File: src/rtl/fpcvt_sched.sv
// fpcvt_sched: round-robin scheduler sharing one serial 12-bit linear to
// sign/3-bit exponent/4-bit significand float converter among NREQ requesters.
module fpcvt_sched #(
  parameter int NREQ = 4,
  localparam int IDW = (NREQ > 1) ? $clog2(NREQ) : 1
) (
  input  logic                 clk,
  input  logic                 rst_n,
  input  logic [NREQ-1:0]      req_valid,
  input  logic [12*NREQ-1:0]   req_data,
  output logic [NREQ-1:0]      req_ready,
  output logic                 out_valid,
  input  logic                 out_ready,
  output logic                 out_s,
  output logic [2:0]           out_e,
  output logic [3:0]           out_f,
  output logic [IDW-1:0]       out_id,
  output logic                 busy
);
  typedef enum logic [1:0] {IDLE, NORM, ROUND, DONE} state_t;
  state_t state_q, state_d;
  logic [IDW-1:0] ptr_q, ptr_d, id_q, id_d, out_id_q, out_id_d, gnt;
  logic s_q, s_d, out_s_q, out_s_d, gnt_vld, r;
  logic [10:0] sh_q, sh_d;
  logic [2:0] e_q, e_d, out_e_q, out_e_d;
  logic [3:0] out_f_q, out_f_d, f;
  logic [11:0] din;
  // first valid requester after ptr, wrapping; later writes win so smallest offset is kept
  always_comb begin
    gnt = '0;
    gnt_vld = 1'b0;
    din = '0;
    for (int i = NREQ; i >= 1; i--)
      for (int j = 0; j < NREQ; j++)
        if ((int'(ptr_q) + i) % NREQ == j && req_valid[j]) begin
          gnt = IDW'(j);
          gnt_vld = 1'b1;
        end
    for (int j = 0; j < NREQ; j++)
      if (gnt == IDW'(j)) din = req_data[12*j +: 12];
  end
  always_comb begin
    state_d = state_q;
    ptr_d = ptr_q;
    id_d = id_q;
    s_d = s_q;
    sh_d = sh_q;
    e_d = e_q;
    out_s_d = out_s_q;
    out_e_d = out_e_q;
    out_f_d = out_f_q;
    out_id_d = out_id_q;
    f = sh_q[10:7];
    r = sh_q[6];
    for (int j = 0; j < NREQ; j++)
      req_ready[j] = rst_n && state_q == IDLE && gnt_vld && gnt == IDW'(j);
    case (state_q)
      IDLE: if (gnt_vld && rst_n) begin
        ptr_d = gnt;
        id_d = gnt;
        s_d = din[11];
        sh_d = (din == 12'h800) ? 11'h7ff : din[11] ? 11'(-din) : din[10:0];
        e_d = 3'd7;
        state_d = NORM;
      end
      NORM: if (sh_q[10] || e_q == 3'd0) state_d = ROUND;
        else begin
          sh_d = {sh_q[9:0], 1'b0};
          e_d = e_q - 3'd1;
        end
      ROUND: begin
        out_s_d = s_q;
        out_id_d = id_q;
        out_f_d = !r ? f : (f != 4'hf) ? f + 4'd1 : (e_q != 3'd7) ? 4'd8 : 4'hf;
        out_e_d = (r && f == 4'hf && e_q != 3'd7) ? e_q + 3'd1 : e_q;
        state_d = DONE;
      end
      DONE: state_d = out_ready ? IDLE : DONE;
      default: state_d = IDLE;
    endcase
  end
  always_ff @(posedge clk or negedge rst_n)
    if (!rst_n) begin
      state_q <= IDLE;
      ptr_q <= IDW'(NREQ - 1);
      id_q <= '0;
      s_q <= 1'b0;
      sh_q <= '0;
      e_q <= '0;
      out_s_q <= 1'b0;
      out_e_q <= '0;
      out_f_q <= '0;
      out_id_q <= '0;
    end else begin
      state_q <= state_d;
      ptr_q <= ptr_d;
      id_q <= id_d;
      s_q <= s_d;
      sh_q <= sh_d;
      e_q <= e_d;
      out_s_q <= out_s_d;
      out_e_q <= out_e_d;
      out_f_q <= out_f_d;
      out_id_q <= out_id_d;
    end
  assign out_valid = state_q == DONE;
  assign busy = state_q != IDLE;
  assign out_s = out_s_q;
  assign out_e = out_e_q;
  assign out_f = out_f_q;
  assign out_id = out_id_q;
endmodule

File: config.mk
export PLATFORM = sky130hd
export DESIGN_NAME = fpcvt_sched
export DESIGN_NICKNAME = d
export VERILOG_FILES = /design/src/rtl/fpcvt_sched.sv
export SDC_FILE = /design/constraint.sdc
export NUM_CORES = 1
export LEC_CHECK = 0
export ABC_AREA = 1
export CELL_PAD_IN_SITES_DETAIL_PLACEMENT = 0
export CELL_PAD_IN_SITES_GLOBAL_PLACEMENT = 1
export CORE_ASPECT_RATIO = 0.6
export CORE_MARGIN = 2
export CORE_UTILIZATION = 34
export DETAILED_ROUTE_END_ITERATION = 16
export MAX_ROUTING_LAYER = met4
export PLACE_DENSITY = 0.92
export SYNTH_ARGS = -nofsm -noshare
export SYNTH_HDL_FRONTEND = slang
export SYNTH_SLANG_ARGS = --single-unit
File: constraint.sdc
create_clock -name clk -period 3.67 [get_ports clk]
set_input_delay 0.367 -clock clk [delete_from_list [all_inputs] [get_ports clk]]
set_output_delay 0.367 -clock clk [all_outputs]
set_load 0.1 [all_outputs]
==> results.txt, run 1 <==
----------------------------------------------------
[Run status]
  Run status ... finished clean

[Routing]
  Drt first-iter violations ... 288
  Total iterations of the first detailed-routing run ... 5
  DR WL/cell ... 13.4 um
  Vias per Instance ... 5.14
  Total routed wirelength ... 7.44 mm
  Number of vias after detailed routing ... 2,857
  Post-detailed-route DRC marker count ... 0
  Number of nets still failing antenna checks after routing ... 0

[STA]
  Final worst path period share ... 0.885
  Fin Clk Skew ... 0.00373 ns
  Setup slack after layout ... 0.420 ns
  Transition time of the tightest slew-check pin ... 0.972 ns
  Final critical delay including setup and external delays ... 3.25 ns
  Max Clock Freq ... 308 MHz
  RSZ-0062 raised after global routing ... false
  Normalized max-slew margin ... 0.350
  Final setup violating endpoints ... 0
  Final Hold Viols ... 0
  Final Max Tran Viols ... 0
  TNS Setup ... 0 ns

[Clocking]
  Clock root cell ... sky130_fd_sc_hd__clkbuf_16
  Resized Gates After CTS ... 0
  Clock transition at the register clock pins on the worst setup and hold paths after CTS ... 0.05 ns
  Setup fix buffers added after clock tree synthesis ... 0
  Maximum clock path buffer count ... 2
  Clock net sink count ... 31
  Count of H-tree levels built during CTS ... 2
  Hold_buf cts ... 0
  Number of buffers created by CTS ... 5
  Skew-Pair Late Insertion Delay ... 0.28 ns
  CTS tree ... done

[Yosys]
  Post-synthesis instance area ... 2660 um^2
  Warning count from the yosys run ... 0
  Sequential element share of the synthesized area ... 0.293
  Yosys reg bits ... 31
  Net Count, Synth ... 445
  Most used DFF post-synth ... sky130_fd_sc_hd__dfrtp_1
  EDFF count, synth ... 0
  Async set-or-reset flop fraction in the synthesized netlist ... 1.00
  Number of unique standard cell types used by synthesis ... 38
  Mean instance size in the synthesized netlist ... 6.92 um^2
  Instance count of the mapped netlist ... 384

[Layout]
  Core Util, Final ... 0.490
  Fill cell count ... 741
  Final nets ... 512
  Layout-stage area growth over the synthesis result ... 36.9%
  Layout cell share with drive strength beyond 1 ... 0.122
  Number of inserted diodes ... 0

[Worst setup path]
  Crit path capture type ... flop
  Cell repeated most along the worst path ... sky130_fd_sc_hd__nand2_1
  Critical path arrival ... 3.47 ns
  Peak per-stage delay on the critical path ... 0.68 ns
  Beginning of the worst register-to-register path ... ptr_q[1]$_DFFE_PN1P_
  Worst setup startpoint ... ptr_q[1]$_DFFE_PN1P_
  Reg2reg path depth ... 26
  Startpoint kind of the worst setup timing path ... flop
  Worst Path Buf+Inv ... 1
  Family with the most delay on the worst path ... simple AND/OR/NAND/NOR gates
  Path length in cells of the critical path ... 26
  Standard cell with the maximum stage delay on the critical path ... sky130_fd_sc_hd__dfstp_2
  Critical Setup Path Class ... flop to flop
  Data required, critical path ... 3.89 ns
  Biggest fanout along the worst timing path ... 25

[Worst hold path]
  Worst min-delay path startpoint ... out_id[0]$_DFFE_PN0P_
  Worst hold-check path type ... flop to flop
  Cell depth of the worst min-delay path ... 2

[GRT]
  Initial antenna violation count ... 0
  Total routing resource utilization after global routing ... 0.190
  Global-route wire length before repair ... 12.9 mm
  Maximum number of pins on one net before global-route repair ... 32
  Remaining global-route overflow ... 0
  Number of global-route vias before repair ... 2,653

[Placed design]
  Final Wtd Congestion ... 0.916
  Place WS ... 0.221 ns
  Estimated wirelength of the detail-placed design ... 5.67 mm
  IO Port Bufs ... 70

[Floorplanning]
  Die width ... 118 um
  IO Pins ... 71
  Effective utilization at floorplan ... 0.358
  Placeable core area ... 7420 um^2
  Y dimension of the die ... 72.5 um
  Die area ... 8560 um^2
  Count of standard-cell rows ... 24

[Job]
  Max-cap violations ... 0

----------------------------------------------------
## flip-flops by register name, summed over array words and instances (netlist names)
signal and flops:
out_s 1, s_q 1, out_f 4, id_q 2
out_id 2, e_q 3, ptr_q 2, state_q 2
out_e 3, sh_q 11
## area by class of cell
type / instances / area [um^2] / area share
inverters: 42 / 160 / 0.0440
flip-flops and latches: 31 / 778 / 0.214
multi-input cells: 296 / 1620 / 0.444
clock inverters: 2 / 35.0 / 0.00963
repair buffers: 75 / 778 / 0.214
clock buffers: 6 / 139 / 0.0382
well taps: 104 / 130 / 0.0358
## layout by cell type, fill, tap and decap left out, types with 3 or more instances in the layout
cell,n
sky130_fd_sc_hd__nand2_2,5
sky130_fd_sc_hd__dfrtp_1,29
sky130_fd_sc_hd__buf_12,4
sky130_fd_sc_hd__xor2_1,6
sky130_fd_sc_hd__buf_4,5
sky130_fd_sc_hd__clkdlybuf4s50_1,66
sky130_fd_sc_hd__inv_1,36
sky130_fd_sc_hd__nand4_1,32
sky130_fd_sc_hd__or2_1,3
sky130_fd_sc_hd__a21oi_1,12
sky130_fd_sc_hd__o21ai_1,6
sky130_fd_sc_hd__nand2_1,92
sky130_fd_sc_hd__nor2_2,4
sky130_fd_sc_hd__nand3_1,42
sky130_fd_sc_hd__o21ai_0,24
sky130_fd_sc_hd__nand2_4,5
sky130_fd_sc_hd__clkbuf_16,5
sky130_fd_sc_hd__ha_1,6
sky130_fd_sc_hd__inv_2,5
sky130_fd_sc_hd__nand3_2,5
sky130_fd_sc_hd__nor2_1,31
sky130_fd_sc_hd__nor2_4,4
## through the flow
stage | hold slack [ns] | instance area, um^2 | instances
2_1_floorplan | 0.0714 | 2660 | 384
3_3_place_gp | 0.465 | 3460 | 548
3_5_place_dp | 0.464 | 3460 | 548
4_1_cts | 0.489 | 3640 | 556
5_1_grt | 0.505 | 3640 | 556
6_report | 0.482 | 3640 | 556
## cell usage after synthesis (2+ instances only)
| cell type | instances | area [um^2] |
|---|---|---|
| sky130_fd_sc_hd__a21oi_1 | 12 | 60.1 |
| sky130_fd_sc_hd__a31oi_1 | 2 | 12.5 |
| sky130_fd_sc_hd__buf_2 | 5 | 25.0 |
| sky130_fd_sc_hd__buf_4 | 2 | 15.0 |
| sky130_fd_sc_hd__buf_6 | 5 | 56.3 |
| sky130_fd_sc_hd__clkbuf_1 | 3 | 11.3 |
| sky130_fd_sc_hd__dfrtp_1 | 29 | 726 |
| sky130_fd_sc_hd__dfstp_2 | 2 | 52.6 |
| sky130_fd_sc_hd__ha_1 | 6 | 75.1 |
| sky130_fd_sc_hd__inv_1 | 36 | 135 |
| sky130_fd_sc_hd__inv_2 | 5 | 18.8 |
| sky130_fd_sc_hd__nand2_1 | 92 | 345 |
| sky130_fd_sc_hd__nand2_2 | 5 | 31.3 |
| sky130_fd_sc_hd__nand2_4 | 5 | 56.3 |
| sky130_fd_sc_hd__nand3_1 | 42 | 210 |
| sky130_fd_sc_hd__nand3_2 | 5 | 50.1 |
| sky130_fd_sc_hd__nand4_1 | 32 | 200 |
| sky130_fd_sc_hd__nand4_4 | 2 | 42.5 |
| sky130_fd_sc_hd__nor2_1 | 31 | 116 |
| sky130_fd_sc_hd__nor2_2 | 4 | 25.0 |
| sky130_fd_sc_hd__nor2_4 | 4 | 45.0 |
| sky130_fd_sc_hd__nor3_1 | 2 | 10.0 |
| sky130_fd_sc_hd__o21ai_0 | 24 | 120 |
| sky130_fd_sc_hd__o21ai_1 | 6 | 30.0 |
| sky130_fd_sc_hd__o21ai_2 | 2 | 17.5 |
| sky130_fd_sc_hd__o22ai_1 | 2 | 12.5 |
| sky130_fd_sc_hd__or2_1 | 3 | 18.8 |
| sky130_fd_sc_hd__xor2_1 | 6 | 52.6 |
## path summary, 6_finish.rpt
path                                          to  slack, ns
setup / recovery             sh_q[9]$_DFFE_PN0P_       0.42
hold / removal             out_id[0]$_DFFE_PN0P_       0.48
setup reg to reg             sh_q[9]$_DFFE_PN0P_       0.42
hold reg to reg            out_id[0]$_DFFE_PN0P_       0.48
max in group asynchronous   ptr_q[1]$_DFFE_PN1P_       2.81
min in group asynchronous  out_id[0]$_DFFE_PN0P_       0.52
## per-layer routing
layer,global-route usage,vias up,part of all wire
met5,-,-,0
met4,0.0415,0,0.0071
met3,0.0409,8,0.073
met2,0.273,104,0.41
met1,0.273,1312,0.51
li1,-,1433,-
## cells by family after synthesis
logic type / after synthesis / synth area share
xor gates and xnor gates: 6 / 0.0198
and+or+nand+nor: 233 / 0.454
buffers and inverters: 57 / 0.101
DFF: 31 / 0.293
AOI/OAI and AO/OA: 51 / 0.104
adders and majority gates: 6 / 0.0282
## worst reg2reg max path: cells and delay by family, from the launching register on
family                   cells  cell delay [ns]
adder cells (fa/ha/maj)      1             0.24
buffers and inverters        1             0.07
flip-flops                   1             0.68
AND/OR/NAND/NOR             24             2.20
Power of run 1 is left out: the tool's default activity adds up to more than one toggle a clock period on the data nets, which glitch-free logic cannot reach.
==> run 2: changes to the inputs <==
--- a/config.mk
+++ b/config.mk
@@ -17,3 +17,4 @@
 export SYNTH_ARGS = -nofsm -noshare
 export SYNTH_HDL_FRONTEND = slang
 export SYNTH_SLANG_ARGS = --single-unit
+export TNS_END_PERCENT = 5
==> constraint.sdc (replaced) <==
create_clock -name clk -period 3.67 [get_ports clk]
set_input_delay 0.367 -clock clk [delete_from_list [all_inputs] [get_ports clk]]
set_output_delay 0.367 -clock clk [all_outputs]
set_load 0.005 [all_outputs]
==> run 2 against run 1 <==
Fmax shrank 4.4%. Via count shrank 2.0%. Clock-buffer cell count grew 1. Non-clock buffer count grew 1. First-iteration DRC count shrank 34%. Critical path type is now flop to primary output.
==> results.txt, run 2 (synthesis results as in run 1) <==
----------------------------------------------------
[Pwr]
  Share of total power in the clock network ... 0.098
  Leakage dissipation ... 1.68 nW
  Logic gate share of total power ... 0.738
  Sum of internal, switching and leakage power ... 4.13 mW
  Internal Pwr Total ... 1.90 mW
  Worst supply voltage drop on vdd ... 0.554 mV
  Switching power as a share of total power ... 0.539
  Net Switching ... 2.23 mW
  Proportion of power drawn by flip-flops and latches ... 0.164
  Power per unit of standard cell area ... 1160 nW/um^2

[GRT]
  Remaining global-route overflow ... 0
  Global-route wire length before repair ... 12.4 mm
  Number of global-route vias before repair ... 2,637
  Maximum number of pins on one net before global-route repair ... 32
  Initial antenna violation count ... 0
  Total routing resource utilization after global routing ... 0.180

[Worst setup path]
  Beginning of the worst register-to-register path ... ptr_q[1]$_DFFE_PN1P_
  Biggest fanout along the worst timing path ... 10
  Critical path arrival ... 3.03 ns
  Critical Setup Path Class ... flop to primary output
  Data required, critical path ... 3.30 ns
  Worst setup startpoint ... ptr_q[0]$_DFFE_PN1P_
  Startpoint kind of the worst setup timing path ... flop
  Crit path capture type ... primary output

[Layout]
  Fill cell count ... 735
  Post-route cell area ... 3570 um^2
  Core Util, Final ... 0.482
  Footprint of the multi-input gates ... 1610 um^2
  Register bank with the most flops ... sh_q
  Sequential cell area ... 778 um^2
  Most common cell after layout, fill and taps aside ... sky130_fd_sc_hd__nand2_1
  Final cell count without fillers ... 557
  Number of flip-flops under the largest register name ... 11
  Layout-stage area growth over the synthesis result ... 34.5%
  Number of inserted diodes ... 0
  Final nets ... 513
  Highest-count cells in the layout ignoring fill and taps ... 92 x sky130_fd_sc_hd__nand2_1, 70 x sky130_fd_sc_hd__clkdlybuf4s50_1, 42 x sky130_fd_sc_hd__nand3_1, 36 x sky130_fd_sc_hd__inv_1, 32 x sky130_fd_sc_hd__nand4_1
  Layout cell share with drive strength beyond 1 ... 0.110

[Routing]
  Drt first-iter violations ... 190
  Length of routed met2 wiring ... 3.05 mm
  Uppermost layer routed ... met4
  Vias per Instance ... 5.03
  Total routed wirelength ... 7.25 mm
  DR WL/cell ... 13.0 um
  Met3 layer wire length in the routed design ... 404 um
  Wire length on met1 ... 3.79 mm
  Total iterations of the first detailed-routing run ... 4
  Number of vias after detailed routing ... 2,801
  Post-detailed-route DRC marker count ... 0
  Number of nets still failing antenna checks after routing ... 0

[Clocking]
  Hold_buf cts ... 0
  Skew-Pair Late Insertion Delay ... 0.27 ns
  Number of buffers created by CTS ... 5
  Count of H-tree levels built during CTS ... 2
  Maximum clock path buffer count ... 2
  Clock root cell ... sky130_fd_sc_hd__clkbuf_16
  Resized Gates After CTS ... 0
  CTS tree ... done
  Clock net sink count ... 31
  Clock transition at the register clock pins on the worst setup and hold paths after CTS ... 0.05 ns
  Setup fix buffers added after clock tree synthesis ... 0

[STA]
  Normalized max-slew margin ... 0.682
  Final setup violating endpoints ... 0
  Worst hold slack across all endpoints ... 0.470 ns
  Final Max Tran Viols ... 0
  Max Clock Freq ... 294 MHz
  Transition time of the tightest slew-check pin ... 0.475 ns
  Final critical delay including setup and external delays ... 3.40 ns
  Fin Clk Skew ... 0.00470 ns
  RSZ-0062 raised after global routing ... false
  TNS Setup ... 0 ns
  Setup slack after layout ... 0.272 ns
  Final worst path period share ... 0.926
  Final Hold Viols ... 0

[Worst hold path]
  Worst min-delay path startpoint ... sh_q[2]$_DFFE_PN0P_
  Worst hold-check path type ... flop to flop

[Placed design]
  Placed cell count ... 549
  Final Wtd Congestion ... 0.852
  Placed standard-cell area ... 3430 um^2
  Estimated wirelength of the detail-placed design ... 5.70 mm
  IO Port Bufs ... 70
  Place WS ... 0.118 ns

[Floorplanning]
  Die area ... 8560 um^2
  Count of standard-cell rows ... 24
  Placeable core area ... 7420 um^2
  Die width ... 118 um
  Y dimension of the die ... 72.5 um
  Effective utilization at floorplan ... 0.358
  IO Pins ... 71

[Run status]
  Run status ... finished clean

[Job]
  Max-cap violations ... 0

----------------------------------------------------
run 2: cell type report:
class                      count  share of cell area
inverter                      42              0.0448
sequential                    31               0.218
clock inverter                 1             0.00140
multi-input combinational    296               0.451
tap                          104              0.0364
timing repair buffer          76               0.209
clock buffer                   7              0.0399
run 2: per-layer routing:
metal	up-vias	global-route usage
met2	75	0.274
li1	1431	-
met4	0	0.0107
met5	-	-
met3	2	0.0409
met1	1293	0.257
run 2: path summary, 6_finish.rpt:
check / to / depth (start not counted) / slack [ns]
setup / recovery: req_ready[0] / 11 / 0.27
hold / removal: sh_q[2]$_DFFE_PN0P_ / 2 / 0.47
setup reg to reg: sh_q[7]$_DFFE_PN0P_ / 26 / 0.36
hold reg to reg: sh_q[2]$_DFFE_PN0P_ / 2 / 0.47
max in group asynchronous: ptr_q[1]$_DFFE_PN1P_ / 2 / 2.80
min in group asynchronous: out_s$_DFFE_PN0P_ / 2 / 0.54
run 2: critical path, cell delays in order, from the launching register on:
cell	delay, ns
sky130_fd_sc_hd__dfstp_2	0.66
sky130_fd_sc_hd__nand3_1	0.20
sky130_fd_sc_hd__nand2_1	0.11
sky130_fd_sc_hd__inv_1	0.08
sky130_fd_sc_hd__nand3_1	0.08
sky130_fd_sc_hd__nor3_1	0.05
sky130_fd_sc_hd__nor2_1	0.13
sky130_fd_sc_hd__inv_1	0.05
sky130_fd_sc_hd__nor2_1	0.37
sky130_fd_sc_hd__inv_1	0.26
sky130_fd_sc_hd__nor3_1	0.22
sky130_fd_sc_hd__clkdlybuf4s50_1	0.55
run 2: power by group through the flow:
stage               sequential (mW)  combinational, mW  clock (mW)
floorplan                     0.623               2.45           0
global placement              0.674               3.01           0
detailed placement            0.678               3.06           0
CTS                           0.674               3.07       0.411
global route                  0.703               3.49       0.429
finish                        0.677               3.05       0.405
Note: power is estimated with default switching activity, not from simulation.
==> patch 1 (config.mk and constraints of run 1) <==
Take the reset off `sh_q` and load it in a clocked block of its own.
--- a/src/rtl/fpcvt_sched.sv
+++ b/src/rtl/fpcvt_sched.sv
@@ -87,3 +87,2 @@
       s_q <= 1'b0;
-      sh_q <= '0;
       e_q <= '0;
@@ -98,3 +97,2 @@
       s_q <= s_d;
-      sh_q <= sh_d;
       e_q <= e_d;
@@ -105,2 +103,6 @@
     end
+
+  always_ff @(posedge clk) begin
+    sh_q <= sh_d;
+  end
   assign out_valid = state_q == DONE;
Check against the original RTL: same outputs for any inputs over 4 cycles, from zero or initial values and one cycle with rst_n low; that may be too few to reach the edited logic, so the function may still have changed.
==> patch 1 against run 1 <==
Wire length fell by 7.7%. Worst setup slack got worse by 0.022 ns. Synthesized cell count fell by 3.1%. Cell area fell by 3.6%. Via count fell by 6.1%. Synthesized area fell by 4.9%. Sequential cell count did not move.
Power is left out: the tool's default activity adds up to more than one toggle a clock period on the data nets, which glitch-free logic cannot reach.
==> patch 1: results (changes against run 1) <==
.. list-table::
   :header-rows: 1

   * - Metric
     - Value
   * - End of the worst register-to-register path
     - sh_q[6]$_DFFE_PP_
   * - Number of global-route vias before repair
     - 2487 (-6.3%)
   * - Number of distinct library cells after synthesis
     - 34 (-11%)
   * - Number of flops mapped to enable cells by yosys
     - 11 (+11)
   * - Slew margin rel.
     - 0.3495 (-0.0005490)
   * - Pin count of the biggest net entering global routing
     - 22 (-31%)
   * - Top post-synthesis cells by area
     - sky130_fd_sc_hd__dfrtp_1, sky130_fd_sc_hd__nand2_1, sky130_fd_sc_hd__edfxtp_1, sky130_fd_sc_hd__nand3_1, sky130_fd_sc_hd__nor2_1
   * - Result of the run
     - finished clean
   * - RD Place Congestion
     - 0.8910 (-2.7%)
   * - Worst hold path type
     - input port to asynchronous set/reset pin
   * - Overall fraction of global-route tracks in use
     - 0.1811 (-0.008885)
   * - Fin nets
     - 503 (-1.8%)
   * - Sum of net half-perimeters after detailed placement
     - 5557 um (-2.0%)
   * - Max FO, Critical Path
     - 19 (-24%)
   * - Arrival time of data at the critical path endpoint
     - 3.30 ns (-0.17 ns)
   * - Async S/R FF share, synth
     - 0.6452 (-0.3548)
   * - Routed wire length per instance
     - 12.56 um (-6.2%)
   * - Total vias in the final route
     - 2684 (-6.1%)
   * - Slack of the worst reg-to-reg path
     - 0.40 ns (-0.02 ns)
   * - Setup clock skew after layout
     - 0.005940 ns (+0.002211 ns)
   * - Reg2reg path depth
     - 27 (+3.8%)
   * - Commonest cells in the netlist
     - sky130_fd_sc_hd__nand2_1, sky130_fd_sc_hd__nor2_1, sky130_fd_sc_hd__nand3_1
   * - Part of the Yosys area used for sequential elements
     - 0.3297 (+0.03686)
   * - RR Startpoint
     - ptr_q[0]$_DFFE_PN1P_
   * - Violation count after the first detailed-route iteration
     - 207 (-28%)
patch 1: cells by family (layout without fill, tap and decap cells):
family / after synthesis / after routing / synth area share
AOI/OAI and AO/OA: 40 / 40 / 0.08861
xor gates and xnor gates: 4 / 4 / 0.01386
adders and majority gates: 6 / 6 / 0.02970
buffers and inverters: 47 / 118 / 0.08564
DFF: 31 / 31 / 0.3297
and+or+nand+nor: 244 / 244 / 0.4525
patch 1: worst max-delay path, delay by kind of cell (launching register included):
kind / cells / cell delay (ns)
AND/OR/NAND/NOR: 26 / 2.16
flip-flops: 1 / 0.67
adder cells (fa/ha/maj): 1 / 0.17
patch 1: layout make-up:
cell class / count / area [um2]
timing repair buffer: 75 / 778.2
fill: 734 / 3731
sequential: 31 / 833.3
inverter: 35 / 133.9
tap: 104 / 130.1
multi-input combinational: 294 / 1483
clock buffer: 7 / 142.6
clock inverter: 1 / 5.005
patch 1: worst max path at each step:
stage	end	slack (ns)	depth (start not counted)
6_report	sh_q[6]$_DFFE_PP_	0.40	27
5_1_grt	sh_q[8]$_DFFE_PP_	0.06	25
4_1_cts	sh_q[6]$_DFFE_PP_	0.40	27
3_5_place_dp	sh_q[6]$_DFFE_PP_	0.19	28
3_3_place_gp	sh_q[6]$_DFFE_PP_	0.29	28
2_1_floorplan	req_ready[2]	0.47	18
patch 1: metrics by stage:
step / utilization / hold WS [ns] / setup slack, ns / instances / cell area [um2]
after floorplan: - / 0.07141 / 0.4714 / 372 / 2532
after global placement: 0.4640 / 0.4537 / 0.2931 / 539 / 3358
after detailed placement: 0.4640 / 0.4599 / 0.1869 / 539 / 3358
after CTS: 0.4844 / 0.4458 / 0.4039 / 547 / 3506
after global routing: 0.4844 / 0.4531 / 0.06295 / 547 / 3506
final: 0.4844 / 0.4362 / 0.3989 / 547 / 3506
patch 1: layer usage:
layer  track usage  wire length (um)  part of all wire  vias to the layer above
met5             -                 0                 0                        -
met4       0.03748                51            0.0074                        0
met3       0.04027               275             0.040                        8
met2        0.2443              2811              0.41                       73
met1        0.2741              3731              0.54                     1214
li1              -                 -                 -                     1389
==> patch 2 (config.mk and constraints of run 1) <==
Without the edit above. Set the parameter `NREQ` to 8 (it was 4). Comments in the files are not updated.
--- a/src/rtl/fpcvt_sched.sv
+++ b/src/rtl/fpcvt_sched.sv
@@ -3,3 +3,3 @@
 module fpcvt_sched #(
-  parameter int NREQ = 4,
+  parameter int NREQ = 8,
   localparam int IDW = (NREQ > 1) ? $clog2(NREQ) : 1
Interface: changed (resized out_id, req_data, req_ready and req_valid); port bits go from 71 to 128. The function was not compared with the original's and may differ.
==> patch 2 against run 1 <==
The run now ends with negative setup slack left. Non-clock buffer count up 220. Die area up 54%. Wire length up 130%. Sequential cell count increased by 3. Cell area up 110%. Cell count grew 110%. Synthesized area grew 56%. Worst setup slack worse by 2.1 ns.
Power is not shown: default switching activity piles up to over one toggle a cycle in this logic, so the estimate is an artifact.
==> patch 2: results (changes against run 1) <==
.. list-table::
   :header-rows: 1

   * - Metric
     - Value
   * - Routed wire length per instance
     - 14.28 um (+6.7%)
   * - Pin count of the biggest net entering global routing
     - 36 (+13%)
   * - Worst Setup EP
     - sh_q[8]$_DFFE_PN0P_
   * - Violations in the final reports
     - negative setup slack
   * - Number of global-route vias before repair
     - 5397 (+100%)
   * - Area after detailed placement
     - 0.006880 mm2 (+99%)
   * - Met1 layer wirelength in the final routing
     - 8156 um (+110%)
   * - Number of buffers added on ports
     - 127 (+81%)
   * - Overall fraction of global-route tracks in use
     - 0.2640 (+0.07398)
   * - First-pass GRT wire length
     - 26770 um (+110%)
   * - Setup slack after layout
     - -1.641 ns (-2.061 ns)
   * - RD Place Congestion
     - 1.024 (+12%)
   * - Total negative slack for setup checks
     - -30.63 ns (-30.63 ns)
   * - Per-instance average area after synthesis
     - 5.702 um2 (-18%)
   * - Violation count after the first detailed-route iteration
     - 533 (+85%)
   * - Met2 global-route usage
     - 0.3828 (+0.1099)
   * - Sum of net half-perimeters after detailed placement
     - 13920 um (+150%)
   * - Max FO, Critical Path
     - 8 (-68%)
   * - Metal3 WL
     - 1630 um (+200%)
   * - Top post-synthesis cells by area
     - sky130_fd_sc_hd__nand2_1, sky130_fd_sc_hd__dfrtp_1, sky130_fd_sc_hd__inv_1, sky130_fd_sc_hd__nor2_1, sky130_fd_sc_hd__nand3_1
   * - HP Start
     - out_s$_DFFE_PN0P_
   * - DR vias/cell
     - 4.792 (-6.7%)
   * - Post-placement cell count
     - 1149 (+110%)
   * - Total vias in the final route
     - 5655 (+98%)
   * - Slew margin rel.
     - 0.3468 (-0.003210)
   * - RR Startpoint
     - ptr_q[2]$_DFFE_PN1P_
   * - Part of the Yosys area used for sequential elements
     - 0.2056 (-0.08724)
   * - Setup Fix Bufs, Post-CTS
     - 15 (+15)
   * - Met1 layer usage reported by global route
     - 0.3727 (+0.09974)
   * - Pre-CTS WS
     - -1.708 ns (-1.929 ns)
   * - Result of the run
     - complete, but fails checks
   * - Share of final-layout standard cells stronger than drive strength 1
     - 0.2906 (+0.1690)
   * - Arrival time of data at the critical path endpoint
     - 5.53 ns (+2.06 ns)
   * - Commonest cells in the netlist
     - sky130_fd_sc_hd__nand2_1, sky130_fd_sc_hd__inv_1, sky130_fd_sc_hd__nor2_1
   * - Number of distinct library cells after synthesis
     - 46 (+21%)
   * - Met2 layer wire length in the routed design
     - 6813 um (+120%)
   * - # setup viols final
     - 26 (+26)
   * - Finished Cell Area
     - 0.007473 mm2 (+110%)
## patch 2: cell types whose count changed after synthesis, sizes merged, moves of 4 or more
cell and change:
inv +56, or2 +6, clkbuf +4, nor2 +55
nand2 +181, a21oi +17, nand3 +9, xor2 -4
## patch 2: critical path: cells and delay by family, from the launching register on
family / cells / cell delay [ns]
adders and majority gates: 2 / 0.30
AOI/OAI and AO/OA: 1 / 0.16
and+or+nand+nor: 64 / 3.78
DFF: 1 / 0.58
buffers and inverters: 5 / 0.38
## patch 2: cell type report
cell class                      count  area share
Multi-Input combinational cell    577      0.4206
Timing Repair Buffer              295      0.3650
Sequential cell                    34      0.1143
Inverter                          101     0.05223
Tap cell                          165     0.02762
Clock buffer                        6     0.01858
Clock inverter                      2    0.001674
## patch 2: kinds of logic after synthesis
kind of cell	synth area share
simple gates	0.5455
buf+inv	0.1192
compound gates	0.09934
flops	0.2056
fa+ha+maj	0.02408
xor+xnor	0.006323
